## src/rtl/button_pkg.sv

```systemverilog
// Shared mode encodings, per-channel FSM states and output payload for button_ctrl.
package button_pkg;

  localparam logic [1:0] MODE_TOGGLE = 2'b00;
  localparam logic [1:0] MODE_MOMENT = 2'b01;
  localparam logic [1:0] MODE_LONG   = 2'b10;

  typedef enum logic [1:0] {
    IDLE    = 2'd0,
    PRESSED = 2'd1,
    LONG    = 2'd2
  } chan_state_e;

  typedef enum logic [1:0] {
    RULE_TOGGLE = 2'd0,
    RULE_MOMENT = 2'd1,
    RULE_LONG   = 2'd2
  } led_rule_e;

  // Registered per-channel outputs, kept together so they share one register.
  typedef struct packed {
    logic led;
    logic press;
    logic long_p;
  } chan_out_t;

  // 2'b11 is an alias of toggle.
  function automatic led_rule_e decode_mode(input logic [1:0] mode);
    led_rule_e rule;
    rule = RULE_TOGGLE;
    if (mode == MODE_MOMENT) begin
      rule = RULE_MOMENT;
    end else if (mode == MODE_LONG) begin
      rule = RULE_LONG;
    end else if (mode == MODE_TOGGLE) begin
      rule = RULE_TOGGLE;
    end
    return rule;
  endfunction

endpackage

```

## src/rtl/button_chan.sv

```systemverilog
// One button channel: 2-FF synchroniser, debouncer, press/long-press FSM and LED register.
module button_chan
  import button_pkg::*;
#(
  parameter int unsigned DEBOUNCE_CYC = 4,
  parameter int unsigned LONG_CYC     = 16
) (
  input  logic       clk,
  input  logic       reset,
  input  logic       button,
  input  logic [1:0] mode,
  output logic       led,
  output logic       press_pulse,
  output logic       long_pulse
);

  localparam int unsigned CNT_W = $clog2(LONG_CYC + 1);
  localparam logic [CNT_W-1:0] DB_LAST   = CNT_W'(DEBOUNCE_CYC - 1);
  localparam logic [CNT_W-1:0] HOLD_LAST = CNT_W'(LONG_CYC - 1);

  logic             sync1;
  logic             s;
  logic             db;
  logic             db_nxt;
  logic [CNT_W-1:0] dcnt;
  logic [CNT_W-1:0] dcnt_nxt;
  logic [CNT_W-1:0] hcnt;
  logic [CNT_W-1:0] hcnt_nxt;
  chan_state_e      state;
  chan_state_e      state_nxt;
  chan_out_t        out_q;
  chan_out_t        out_nxt;

  // Two-flop synchroniser; the raw pin feeds nothing else.
  always_ff @(posedge clk or negedge reset) begin
    if (!reset) begin
      sync1 <= 1'b0;
      s     <= 1'b0;
    end else begin
      sync1 <= button;
      s     <= sync1;
    end
  end

  // Debounce: accept a new level after DEBOUNCE_CYC consecutive disagreeing samples.
  always_comb begin
    db_nxt   = db;
    dcnt_nxt = '0;
    if (s != db) begin
      if (dcnt == DB_LAST) begin
        db_nxt   = s;
        dcnt_nxt = '0;
      end else begin
        dcnt_nxt = dcnt + CNT_W'(1);
      end
    end
  end

  always_ff @(posedge clk or negedge reset) begin
    if (!reset) begin
      db   <= 1'b0;
      dcnt <= '0;
    end else begin
      db   <= db_nxt;
      dcnt <= dcnt_nxt;
    end
  end

  // FSM follows db_nxt so the press pulse and LED toggle land on the same edge as the db rise.
  always_comb begin
    state_nxt      = state;
    hcnt_nxt       = hcnt;
    out_nxt.press  = 1'b0;
    out_nxt.long_p = 1'b0;
    out_nxt.led    = out_q.led;

    case (state)
      IDLE: begin
        if (db_nxt) begin
          state_nxt     = PRESSED;
          hcnt_nxt      = '0;
          out_nxt.press = 1'b1;
        end
      end
      PRESSED: begin
        if (!db_nxt) begin
          state_nxt = IDLE;
        end else if (hcnt == HOLD_LAST) begin
          state_nxt      = LONG;
          out_nxt.long_p = 1'b1;
        end else begin
          hcnt_nxt = hcnt + CNT_W'(1);
        end
      end
      LONG: begin
        if (!db_nxt) begin
          state_nxt = IDLE;
        end
      end
      default: begin
        state_nxt = IDLE;
      end
    endcase

    case (decode_mode(mode))
      RULE_TOGGLE: if (out_nxt.press)  out_nxt.led = ~out_q.led;
      RULE_MOMENT: out_nxt.led = db;
      RULE_LONG:   if (out_nxt.long_p) out_nxt.led = ~out_q.led;
      default:     out_nxt.led = out_q.led;
    endcase
  end

  always_ff @(posedge clk or negedge reset) begin
    if (!reset) begin
      state <= IDLE;
      hcnt  <= '0;
      out_q <= '0;
    end else begin
      state <= state_nxt;
      hcnt  <= hcnt_nxt;
      out_q <= out_nxt;
    end
  end

  assign led         = out_q.led;
  assign press_pulse = out_q.press;
  assign long_pulse  = out_q.long_p;

endmodule

```

## src/rtl/button_ctrl.sv

```systemverilog
// Multi-channel button front end: N_CH independent button_chan instances sharing one mode input.
module button_ctrl
  import button_pkg::*;
#(
  parameter int unsigned N_CH         = 4,
  parameter int unsigned DEBOUNCE_CYC = 4,
  parameter int unsigned LONG_CYC     = 16
) (
  input  logic            clk,
  input  logic            reset,
  input  logic [N_CH-1:0] button,
  input  logic [1:0]      mode,
  output logic [N_CH-1:0] led,
  output logic [N_CH-1:0] press_pulse,
  output logic [N_CH-1:0] long_pulse
);

  for (genvar ch = 0; ch < int'(N_CH); ch++) begin : g_chan
    button_chan #(
      .DEBOUNCE_CYC (DEBOUNCE_CYC),
      .LONG_CYC     (LONG_CYC)
    ) u_chan (
      .clk         (clk),
      .reset       (reset),
      .button      (button[ch]),
      .mode        (mode),
      .led         (led[ch]),
      .press_pulse (press_pulse[ch]),
      .long_pulse  (long_pulse[ch])
    );
  end

endmodule

```

## config.mk

```make
export PLATFORM = sky130hd
export DESIGN_NAME = button_ctrl
export DESIGN_NICKNAME = d
export VERILOG_FILES = /design/src/rtl/button_pkg.sv /design/src/rtl/button_chan.sv /design/src/rtl/button_ctrl.sv
export SDC_FILE = /design/constraint.sdc
export NUM_CORES = 1
export LEC_CHECK = 0
export ABC_AREA = 1
export CORE_MARGIN = 10
export CORE_UTILIZATION = 63
export DETAILED_ROUTE_END_ITERATION = 10
export PLACE_DENSITY = 0.84
export SLEW_MARGIN = 20
export SYNTH_ARGS = -nofsm -noshare
export SYNTH_HDL_FRONTEND = slang
export SYNTH_SLANG_ARGS = --single-unit
```

## constraint.sdc

```tcl
create_clock -name clk -period 3.5 [get_ports clk]
set_input_delay 0.525 -clock clk [delete_from_list [all_inputs] [get_ports clk]]
set_output_delay 0.525 -clock clk [all_outputs]
set_load 0.01 [all_outputs]
```

Word level (Yosys, flattened, before mapping)
Index checks and enable logic that the tools add are counted.

Add/sub/neg operators: 8. $mul: 0. Div/mod/pow operators: 0. Magnitude comparators: 0. Equal/unequal tests: 52. Shift operators: 0. Multiplexer cells: 86. Bitwise logic cells: 4. Reduce and logical (&&, ||, !) cells: 22.

Operator list (count): 5-bit 2-to-1 mux (20); 5-bit by 1-bit adder with 5-bit output (second input constant) (8); 5-bit one-hot mux with 2 select lines (4); 1-bit 2-to-1 mux (36); 2-bit 2-to-1 mux (18); 2-bit by 1-bit inequality test with 1-bit output (second input constant) (16); 2-bit one-hot mux with 3 select lines (4); 3-bit AND reduction (8); 5-bit by 2-bit equality test with 1-bit output (second input constant) (4); 5-bit by 4-bit equality test with 1-bit output (second input constant) (4); 2-bit inequality test (second input constant) (8); 4-bit AND reduction (4); 2-bit by 1-bit equality test with 1-bit output (second input constant) (6); 2-bit equality test (second input constant) (6); 3-bit inequality test (second input constant) (4); 1-bit one-hot mux with 3 select lines (4); 2-bit logical NOT (5); 2-bit nonzero test (4); 1-bit inequality test (4); 1-bit inverter (4); 3-bit nonzero test (1).

Flip-flop bits (word level): 72. Bits in latches: 0. RAM bits: 0. ROM bits: 0. Input bits: 8. Output and inout bits: 12. Word-level logic and storage cells: 208. Memories: 0.

Logic depth before layout (Yosys ltp)
Gate-level depths: netlist (run 1).

Word-level depth: 7. Mapped depth: 11. Mapped depth without buffers: 11.

Modules after synthesis
From an unflattened synthesis (run 1), not the netlist that was laid out.

Cell total of the unflattened synthesis: 374. Area total of the unflattened synthesis: 3534.6 µm².

By module, submodules not included: button_chan (g_chan[1].u_chan ...) (instances 2, cells each 93, area each 888.4 µm², sequential area each 450.4 µm²); button_chan (g_chan[0].u_chan) (instances 1, cells each 95, area each 889.6 µm², sequential area each 450.4 µm²); button_chan (g_chan[3].u_chan) (instances 1, cells each 93, area each 868.3 µm², sequential area each 450.4 µm²).

Worst setup path before layout (run 1)
Ideal clock, no wire load.

Path type: reg2reg. Start: register g_chan[1].u_chan.hcnt[0]. End: register g_chan[1].u_chan.hcnt[0]. Setup time: 0.119 ns. Arrival time: 1.508 ns. Required time: 3.381 ns. Path slack: 1.873 ns. Stages on the path, launching flop included: 10. Buffers on the path: 0. Period minus slack after synthesis: 1.627 ns. Cell sequence: dfrtp_1 > ha_1 > nand2_1 > nor2_1 > ha_1 > a21oi_1 > inv_1 > nor2_4 > o21ai_1 > o21a_1.

Cells in the longest elaborated chain, start to end: 4. Elaborated cells on any way between the ends: 7. Classes of those cells: 1 x add/sub; 2 x eq/ne; 3 x mux; 1 x reduce/logical.

Ends and longest elaborated chain: start, declared (line button_chan.sv:27) `logic [CNT_W-1:0] hcnt;`; start signal, assigned (line button_chan.sv:120) `hcnt <= hcnt_nxt;`; 5-bit by 1-bit adder with 5-bit output (line button_chan.sv:92) `hcnt_nxt = hcnt + CNT_W'(1);`; 5-bit 2-to-1 mux (line button_chan.sv:88) `end else if (hcnt == HOLD_LAST) begin`; 5-bit 2-to-1 mux (line button_chan.sv:86) `if (!db_nxt) begin`; 5-bit one-hot mux with 2 select lines (line button_chan.sv:77) `case (state)`.

Parallel ways exist; a longest one is shown, timed or not. The select of a mux whose other input is x is not followed. A chain may end at the register's enable or synchronous reset.

Worst setup path in the final report (run 1)
Start: register g_chan[1].u_chan.out_q, in the netlist g_chan[1].u_chan.led. End: output led[1].

RTL lines: start, declared (line button_chan.sv:31) `chan_out_t out_q;`; start signal, assigned (line button_chan.sv:121) `out_q <= out_nxt;`; end, declared (line button_ctrl.sv:13) `output logic [N_CH-1:0] led,`.

No word-level cell between the ends.

==> key figures, run 1 <==
Status
  – Status: finished clean

Floorplan
  – Ports: 20
  – Row count: 26
  – Chip Height: 93.5 µm
  – Chip width: about 93 µm
  – Starting Density: 0.658
  – Die footprint: slightly below 9000 µm²
  – Core area: between 5000 and 6000 µm²

Logic synthesis
  – Syn_nets: about 400
  – Synth unique cells: 28
  – Sequential share of the synthesized area: 0.530
  – Post-synthesis average cell area: around 9.2 µm²
  – Mapped Area: 3400 µm²
  – Syn Inst Count: 370
  – Synth warnings: 0
  – Yosys reg bits: between 70 and 80

Cells and area
  – Filler cells: about 380
  – Nets: 411
  – Inserted Diodes: 0
  – End-of-flow core utilization: 0.734
  – Fraction of layout instances using a drive strength above 1: 0.104
  – Final non-filler cell total: roughly 460
  – Most frequent cells in the layout: dfrtp_1 (72), nand2_1 (61), inv_1 (51)
  – Area delta synth->final: 11.6%
  – Commonest non-fill, non-tap cell in the layout: dfrtp_1

Timing
  – Max-slew violations: 0
  – Post-route setup slack: ~1.7 ns
  – Total negative slack: 0 ns
  – Final count of hold timing violations: 0
  – Worst Max-Slew Pin Slew: slightly below 0.4 ns
  – Maximum clock rate: 545 MHz
  – RSZ-0062 raised after global routing: false
  – Fin crit share: 0.524
  – Clock skew: 0.00837 ns
  – Rel. slew slack: 0.743
  – Final setup fails: 0
  – Fin crit period: around 1.8 ns

Placement
  – Routability-driven placement congestion ratio: 0.778
  – Worst slack, placed: about 1.5 ns
  – IO Port Bufs: 19
  – Placed cells: roughly 450
  – Hpwl dp: between 4 and 5 mm

Power
  – Seq pwr share: 0.443
  – Part of the power in combinational logic: 0.320
  – Leakage: 0.00189 µW
  – Switch share: 0.371
  – Sw power: 1010 µW
  – Internal power: ~1700 µW
  – Clock Power Share: 0.237
  – Power density over the cells: around 720 nW/µm²
  – Maximum VDD drop: 0.471 mV
  – Final Total Pwr: 2720 µW

Setup path
  – CP top delay family: buffers and inverters
  – Required @ worst endpoint: approximately 3.0 ns
  – Crit Path Max Fanout: 3
  – Critical path launch point type: flop
  – WP buf/inv: 1
  – Slowest stage cell, crit path: clkdlybuf4s50_1
  – CP max stage delay: about 0.56 ns
  – Critical Path AT: around 1.3 ns
  – Cell Chain, Critical Path: clkdlybuf4s50_1
  – WS Path Type: reg2out
  – Element type at the critical path end: primary output

Clocking
  – # resized after CTS: 0
  – Clock Sinks: between 70 and 80
  – Clock Latency Late Sink: approximately 0.35 ns
  – CTS tree: done
  – Root Driver: clkbuf_8
  – Clock Path Buffers: 2
  – Num CTS Buffers: 9
  – Hold buffer count at cts: 0
  – Clock transition at path regs: roughly 0.08 ns
  – Post-CTS Setup Inserts: 0
  – H-tree levels: 3

Global routing
  – Initial antenna violation count: 0
  – Grt ovf: 0
  – Largest net degree at the start of global routing: 73
  – Vias in the first global route: approximately 2,400
  – First-pass GRT wire length: 10.1 mm
  – Total track usage: 0.144

Detailed routing
  – Drt total wl: ~5.7 mm
  – Post-route DRC: 0
  – Avg Vias per Cell: between 5 and 6
  – DR iter-0 viols: 86
  – ANT nets after route: 0
  – Routed len/inst: 12.3 µm
  – DR vias: around 2,400
  – DR pass1 iterations: 4

Job
  – Max Cap Viol: 0

Min path
  – Worst Hold Class: in2async
==> registers in the layout, indices dropped and copies added (netlist names) <==
signal,cells
g_chan.u_chan.db,4
g_chan.u_chan.dcnt,20
g_chan.u_chan.hcnt,20
g_chan.u_chan.led,4
g_chan.u_chan.long_pulse,4
g_chan.u_chan.press_pulse,4
g_chan.u_chan.s,4
g_chan.u_chan.state,8
g_chan.u_chan.sync1,4
==> Yosys cell counts, drive strengths merged <==
cell	instances	area, µm²
nand3b	1	7.51
nand2	70	295
nor3	2	32.5
ha	15	188
xnor2	5	43.8
o31ai	3	22.5
o21ai	21	109
nand4	6	37.5
a21oi	2	10.0
buf	13	93.8
a211oi	1	7.51
dfrtp	72	1800
nand3	34	170
o21a	1	7.51
mux2i	1	10.0
or2	4	25.0
nor2	49	199
inv	54	203
nor3b	1	7.51
xor2	15	131
==> per-stage QoR <==
stage | cell area [µm²] | hold WS [ns]
after global routing | 3800 | 0.218
final | 3800 | 0.165
after global placement | 3600 | 0.334
after detailed placement | 3600 | 0.335
after floorplan | 3400 | 0.229
after CTS | 3800 | 0.206
==> power groups by stage <==
stage	logic, µW	registers [µW]	clock network (µW)
after CTS	889	1210	655
after global placement	840	1210	0
final	873	1210	646
after detailed placement	879	1220	0
after floorplan	691	1170	0
after global routing	1010	1240	686
==> final timing paths <==
| path | end | start | cells past startpoint | slack [ns] |
|---|---|---|---|---|
| min in group clk | g_chan[2].u_chan.s | g_chan[2].u_chan.sync1 | 0 | 0.35 |
| max in group asynchronous | g_chan[0].u_chan.dcnt[3] | reset | 2 | 3.00 |
| worst min register to register | g_chan[2].u_chan.s | g_chan[2].u_chan.sync1 | 0 | 0.35 |
| worst max-delay path | led[1] | g_chan[1].u_chan.led | 1 | 1.66 |
| worst max register to register | g_chan[3].u_chan.led | g_chan[3].u_chan.hcnt[0] | 11 | 1.73 |
| worst min-delay path | g_chan[1].u_chan.state[1] | reset | 2 | 0.17 |
==> metal layers <==
layer  vias to the layer above  routed length (µm)  GRT usage  part of all wire
met5                         -                   0          0                 0
met4                         0                 132     0.0848             0.023
met3                        11                 252     0.0376             0.044
met2                        32                2940      0.251              0.52
met1                      1120                2380      0.153              0.42
li1                       1195                   -          -                 -
==> cell families after synthesis <==
group / count (synthesis) / share of synthesized area
compound gates: 28 / 0.0460
fa+ha+maj: 15 / 0.0552
buf+inv: 67 / 0.0872
mux: 1 / 0.00294
xor+xnor: 20 / 0.0515
simple gates: 167 / 0.228
flops: 72 / 0.530
==> final cells by class <==
cell class	instances	area, µm²	area share
clock inverter	7	71.3	0.0188
multi-input combinational	231	1300	0.343
timing repair buffer	20	205	0.0541
inverter	54	203	0.0534
sequential	72	1800	0.475
tap	70	87.6	0.0231
clock buffer	9	124	0.0326
(Power assumes the default switching activity.)
==> inputs of run 2 (changes only) <==
- CORE_UTILIZATION: 63 -> 59
- PLACE_DENSITY: 0.84 -> 0.79
- clock period: 3.5 -> 1.9 ns (I/O delays scaled with it)
==> key figures, run 2 (synthesized netlist as in run 1, its figures left out) <==
Power
  – Power density over the cells: 1280 nW/µm²
  – Maximum VDD drop: ~0.62 mV
  – Leakage: between 0.0015 and 0.002 µW

Timing
  – Final count of hold timing violations: 0
  – Max-slew violations: 0
  – Maximum clock rate: around 590 MHz
  – Fin crit share: 0.898
  – Worst Max-Slew Pin Slew: between 0.3 and 0.4 ns
  – Clock skew: between 0.006 and 0.007 ns
  – Final setup fails: 0
  – RSZ-0062 raised after global routing: false
  – Total negative slack: 0 ns
  – Fin crit period: 1.71 ns
  – Rel. slew slack: 0.746

Global routing
  – Grt ovf: 0
  – Vias in the first global route: 2,412
  – Initial antenna violation count: 0
  – Largest net degree at the start of global routing: 73
  – First-pass GRT wire length: roughly 10 mm
  – Total track usage: 0.141

Setup path
  – Crit Path Max Fanout: 9
  – WS Path Type: reg2reg
  – Cell Chain, Critical Path: ha_1, nand2_1, nor2_1, ha_1, a21oi_2, inv_1, nor2_4, o21ai_1, o21a_1
  – CP max stage delay: 0.41 ns
  – Path length in cells of the critical path: 9
  – Critical Path AT: ~1.9 ns
  – Crit path top cell by count: ha_1
  – R2r startpoint: g_chan[1].u_chan.hcnt[0]
  – CP top delay family: adder cells
  – FF-to-FF setup slack: roughly 0.19 ns
  – WP buf/inv: 1
  – Slowest stage cell, crit path: dfrtp_1
  – Critical path launch point type: flop
  – Element type at the critical path end: flop
  – Worst r2r path cells: 9
  – Required @ worst endpoint: between 2 and 2.5 ns
  – R2R Path End: g_chan[1].u_chan.hcnt[0]

Placement
  – Routability-driven placement congestion ratio: approximately 0.80
  – IO Port Bufs: 19
  – Hpwl dp: approximately 4.1 mm

Min path
  – Worst Hold Path EP: g_chan[2].u_chan.s
  – Worst Hold Class: reg2reg
  – Critical hold path startpoint: g_chan[2].u_chan.sync1
  – Worst Hold Depth: 0

Detailed routing
  – Drt total wl: about 5.7 mm
  – DR pass1 iterations: 4
  – ANT nets after route: 0
  – DR iter-0 viols: a little over 50
  – DR vias: about 2,400
  – Avg Vias per Cell: 5.11
  – Routed len/inst: 12.2 µm
  – Post-route DRC: 0

Floorplan
  – Starting Density: 0.614
  – Die footprint: roughly 9200 µm²
  – Ports: 20
  – Core area: around 5500 µm²
  – Chip width: around 96 µm
  – Chip Height: roughly 96 µm
  – Row count: 27

Cells and area
  – Area delta synth->final: 11.0%
  – Most frequent cells in the layout: dfrtp_1 (72), nand2_1 (61), inv_1 (51)
  – End-of-flow core utilization: 0.682
  – Commonest non-fill, non-tap cell in the layout: dfrtp_1
  – Top Registers: g_chan.u_chan.dcnt x20, g_chan.u_chan.hcnt x20, g_chan.u_chan.state x8
  – Inserted Diodes: 0
  – Nets: just over 400
  – Fraction of layout instances using a drive strength above 1: 0.0995

Job
  – Max Cap Viol: 0

Clocking
  – Clock Sinks: between 70 and 80
  – Root Driver: clkbuf_8
  – Clock Latency Late Sink: ~0.34 ns
  – Clock transition at path regs: 0.07 ns
  – Clock Path Buffers: 2
  – CTS tree: done
  – H-tree levels: 3
  – Num CTS Buffers: 9
  – Post-CTS Setup Inserts: 0

Status
  – Status: finished clean
==> run 2: cell count changes in the layout (fill, tap and decap cells not counted), sizes merged <==
| cell | delta |
|---|---|
| dlygate4sd3 | +1 |
| clkinvlp | -3 |
| clkinv | -1 |
| clkbuf | +4 |
| bufinv | -1 |
| inv | -1 |
==> run 2: worst max-delay path by stage <==
stage                                to  slack, ns                      from
6_report       g_chan[1].u_chan.hcnt[0]       0.19  g_chan[1].u_chan.hcnt[0]
5_1_grt            g_chan[3].u_chan.led       0.02  g_chan[3].u_chan.hcnt[0]
4_1_cts            g_chan[3].u_chan.led       0.14  g_chan[3].u_chan.hcnt[0]
3_5_place_dp       g_chan[3].u_chan.led       0.14  g_chan[3].u_chan.hcnt[0]
3_3_place_gp   g_chan[1].u_chan.hcnt[0]       0.20  g_chan[1].u_chan.hcnt[0]
2_1_floorplan  g_chan[1].u_chan.hcnt[0]       0.27  g_chan[1].u_chan.hcnt[0]
==> run 2: layout make-up <==
class                   count  area, µm²
clock buffers              13        149
clock inverters             1       5.00
fillers                   439       1760
inverters                  54        203
multi-input cells         231       1310
flip-flops and latches     72       1800
well taps                  72       90.1
repair buffers             21        215
==> run 2: report_power, final <==
| part | switching, µW | total [µW] | internal, µW |
|---|---|---|---|
| Sequential | 311 | 2220 | 1910 |
| Clock | 504 | 998 | 495 |
| Combinational | 953 | 1600 | 650 |
| Total | 1770 | 4820 | 3060 |
==> run 2: metrics by stage <==
stage          power, µW  hold WS (ns)  setup slack (ns)  instances  cell area [µm²]
3_3_place_gp        3770         0.333             0.199        449             3600
4_1_cts             4880         0.350             0.137        464             3770
2_1_floorplan       3440       -0.0106             0.273        370             3400
5_1_grt             5240         0.362            0.0216        464             3780
3_5_place_dp        3850         0.335             0.136        449             3600
6_report            4820         0.349             0.194        464             3780
==> run 2: layer usage <==
metal / GRT usage / routed length [µm] / up-vias / share of wire
met2: 0.234 / 2780 / 28 / 0.49
met1: 0.160 / 2520 / 1135 / 0.45
met4: 0.0885 / 133 / 0 / 0.023
li1: - / - / 1196 / -
met5: 0 / 0 / - / 0
met3: 0.0350 / 221 / 11 / 0.039
==> run 2: timing repair <==
action | in CTS | in global routing
hold buffers | 1 | 0
setup endpoints to repair | 0 | 3
endpoints found under the hold margin | 72 | 0
resized for setup | 0 | 3
==> inputs of run 3 (changes only) <==
- CTS_CLUSTER_DIAMETER: unset -> 120
- RECOVER_POWER: unset -> 50
==> key figures, run 3 (synthesized netlist as in run 1, its figures left out) <==
Cells and area
  – Nets: ~400
  – Top Registers: g_chan.u_chan.dcnt x20, g_chan.u_chan.hcnt x20, g_chan.u_chan.state x8
  – End-of-flow core utilization: 0.679
  – Inserted Diodes: 0
  – Commonest non-fill, non-tap cell in the layout: dfrtp_1
  – Area delta synth->final: 10.6%
  – Most frequent cells in the layout: dfrtp_1 (72), nand2_1 (61), inv_1 (51)
  – Fraction of layout instances using a drive strength above 1: 0.0995

Clocking
  – Root Driver: clkbuf_8
  – H-tree levels: 3
  – Post-CTS Setup Inserts: 0
  – Clock transition at path regs: 0.07 ns
  – Clock Latency Late Sink: about 0.34 ns
  – Clock Path Buffers: 2
  – CTS tree: done
  – Num CTS Buffers: 9
  – Clock Sinks: 72

Setup path
  – Crit Path Max Fanout: 9
  – Critical Path AT: 1.94 ns
  – R2R Path End: g_chan[1].u_chan.hcnt[0]
  – FF-to-FF setup slack: 0.19 ns
  – WS Path Type: reg2reg
  – R2r startpoint: g_chan[1].u_chan.hcnt[0]
  – Critical path launch point type: flop
  – Element type at the critical path end: flop
  – Required @ worst endpoint: 2.13 ns
  – Worst r2r path cells: 9

Timing
  – Fin crit share: 0.898
  – Fin crit period: 1.71 ns
  – RSZ-0062 raised after global routing: false
  – Max-slew violations: 0
  – Total negative slack: 0 ns
  – Clock skew: approximately 0.0067 ns
  – Maximum clock rate: around 590 MHz
  – Final setup fails: 0
  – Hold_ws: 0.349 ns
  – Post-route setup slack: between 0.15 and 0.2 ns
  – Final count of hold timing violations: 0
  – Worst Max-Slew Pin Slew: around 0.94 ns
  – Rel. slew slack: 0.373

Detailed routing
  – Drt total wl: ~5.7 mm
  – DR iter-0 viols: 51
  – DR pass1 iterations: 4
  – Routed len/inst: between 10 and 15 µm
  – Post-route DRC: 0
  – ANT nets after route: 0
  – DR vias: ~2,400
  – Avg Vias per Cell: between 5 and 6

Status
  – Status: finished clean

Global routing
  – First-pass GRT wire length: about 10 mm
  – Total track usage: 0.141
  – Largest net degree at the start of global routing: 73
  – Vias in the first global route: around 2,400
  – Grt ovf: 0
  – Initial antenna violation count: 0

Floorplan
  – Ports: 20
  – Chip Height: between 90 and 100 µm
  – Row count: 27
  – Core area: approximately 5500 µm²
  – Chip width: approximately 96 µm
  – Die footprint: between 9000 and 10,000 µm²
  – Starting Density: 0.614

Placement
  – IO Port Bufs: 19
  – Hpwl dp: 4.15 mm
  – Worst slack, placed: ~0.14 ns
  – Routability-driven placement congestion ratio: about 0.8

Power
  – Maximum VDD drop: roughly 0.62 mV
  – Power density over the cells: between 1000 and 1500 nW/µm²
  – Leakage: approximately 0.0019 µW

Job
  – Max Cap Viol: 0

Min path
  – Worst Hold Class: reg2reg
  – Critical hold path startpoint: g_chan[2].u_chan.sync1
  – Worst Hold Depth: 0
  – Worst Hold Path EP: g_chan[2].u_chan.s
-- run 3: cell types whose count changed in the layout (fill, tap and decap cells not counted) --
cell	change
clkbuf_4	+1
dlygate4sd3_1	+4
clkdlybuf4s50_1	-4
buf_12	-1
-- run 3: through the flow --
step / std cells / power [µW] / area (µm²)
floorplan: 370 / 3440 / 3400
global placement: 449 / 3770 / 3600
detailed placement: 449 / 3850 / 3600
CTS: 464 / 4880 / 3770
global route: 464 / 5240 / 3760
finish: 464 / 4820 / 3760
-- run 3: worst max path at each step --
| stage | from | to | slack [ns] | cells past startpoint |
|---|---|---|---|---|
| 2_1_floorplan | g_chan[1].u_chan.hcnt[0] | g_chan[1].u_chan.hcnt[0] | 0.27 | 9 |
| 3_3_place_gp | g_chan[1].u_chan.hcnt[0] | g_chan[1].u_chan.hcnt[0] | 0.20 | 9 |
| 3_5_place_dp | g_chan[3].u_chan.hcnt[0] | g_chan[3].u_chan.led | 0.14 | 11 |
| 4_1_cts | g_chan[3].u_chan.hcnt[0] | g_chan[3].u_chan.led | 0.14 | 11 |
| 5_1_grt | g_chan[3].u_chan.hcnt[0] | g_chan[3].u_chan.led | 0.02 | 11 |
| 6_report | g_chan[1].u_chan.hcnt[0] | g_chan[1].u_chan.hcnt[0] | 0.19 | 9 |
-- run 3: power breakdown --
part	internal (µW)	leakage (µW)	total [µW]	switching, µW
Sequential	1910	0.000932	2220	311
Combinational	645	0.000867	1600	953
Clock	495	0.0000794	998	504
Total	3050	0.00188	4820	1770
-- run 3: area by class of cell --
| cell class | instances | area, µm² |
|---|---|---|
| clock buffer | 13 | 149 |
| clock inverter | 1 | 5.00 |
| fill | 441 | 1780 |
| inverter | 54 | 203 |
| multi-input combinational | 231 | 1310 |
| sequential | 72 | 1800 |
| tap | 72 | 90.1 |
| timing repair buffer | 21 | 203 |
-- run 3: critical path, cell delays in order, from the launching register on --
cell     delay (ns)
dfrtp_1        0.41
ha_1           0.22
nand2_1        0.09
nor2_1         0.05
ha_1           0.22
a21oi_2        0.16
inv_1          0.10
nor2_4         0.17
o21ai_1        0.09
o21a_1         0.10
-- run 3: timing repair --
action / in CTS / in global routing
hold buffers: 1 / 0
resized for setup: 0 / 3
hold endpoints to repair: 72 / 0
setup endpoints to repair: 0 / 3
-- run 3: routing by layer --
layer,vias up,global-route usage,part of all wire
met1,1137,0.160,0.44
li1,1196,-,-
met2,29,0.234,0.49
met5,-,0,0
met4,0,0.0885,0.024
met3,11,0.0350,0.040
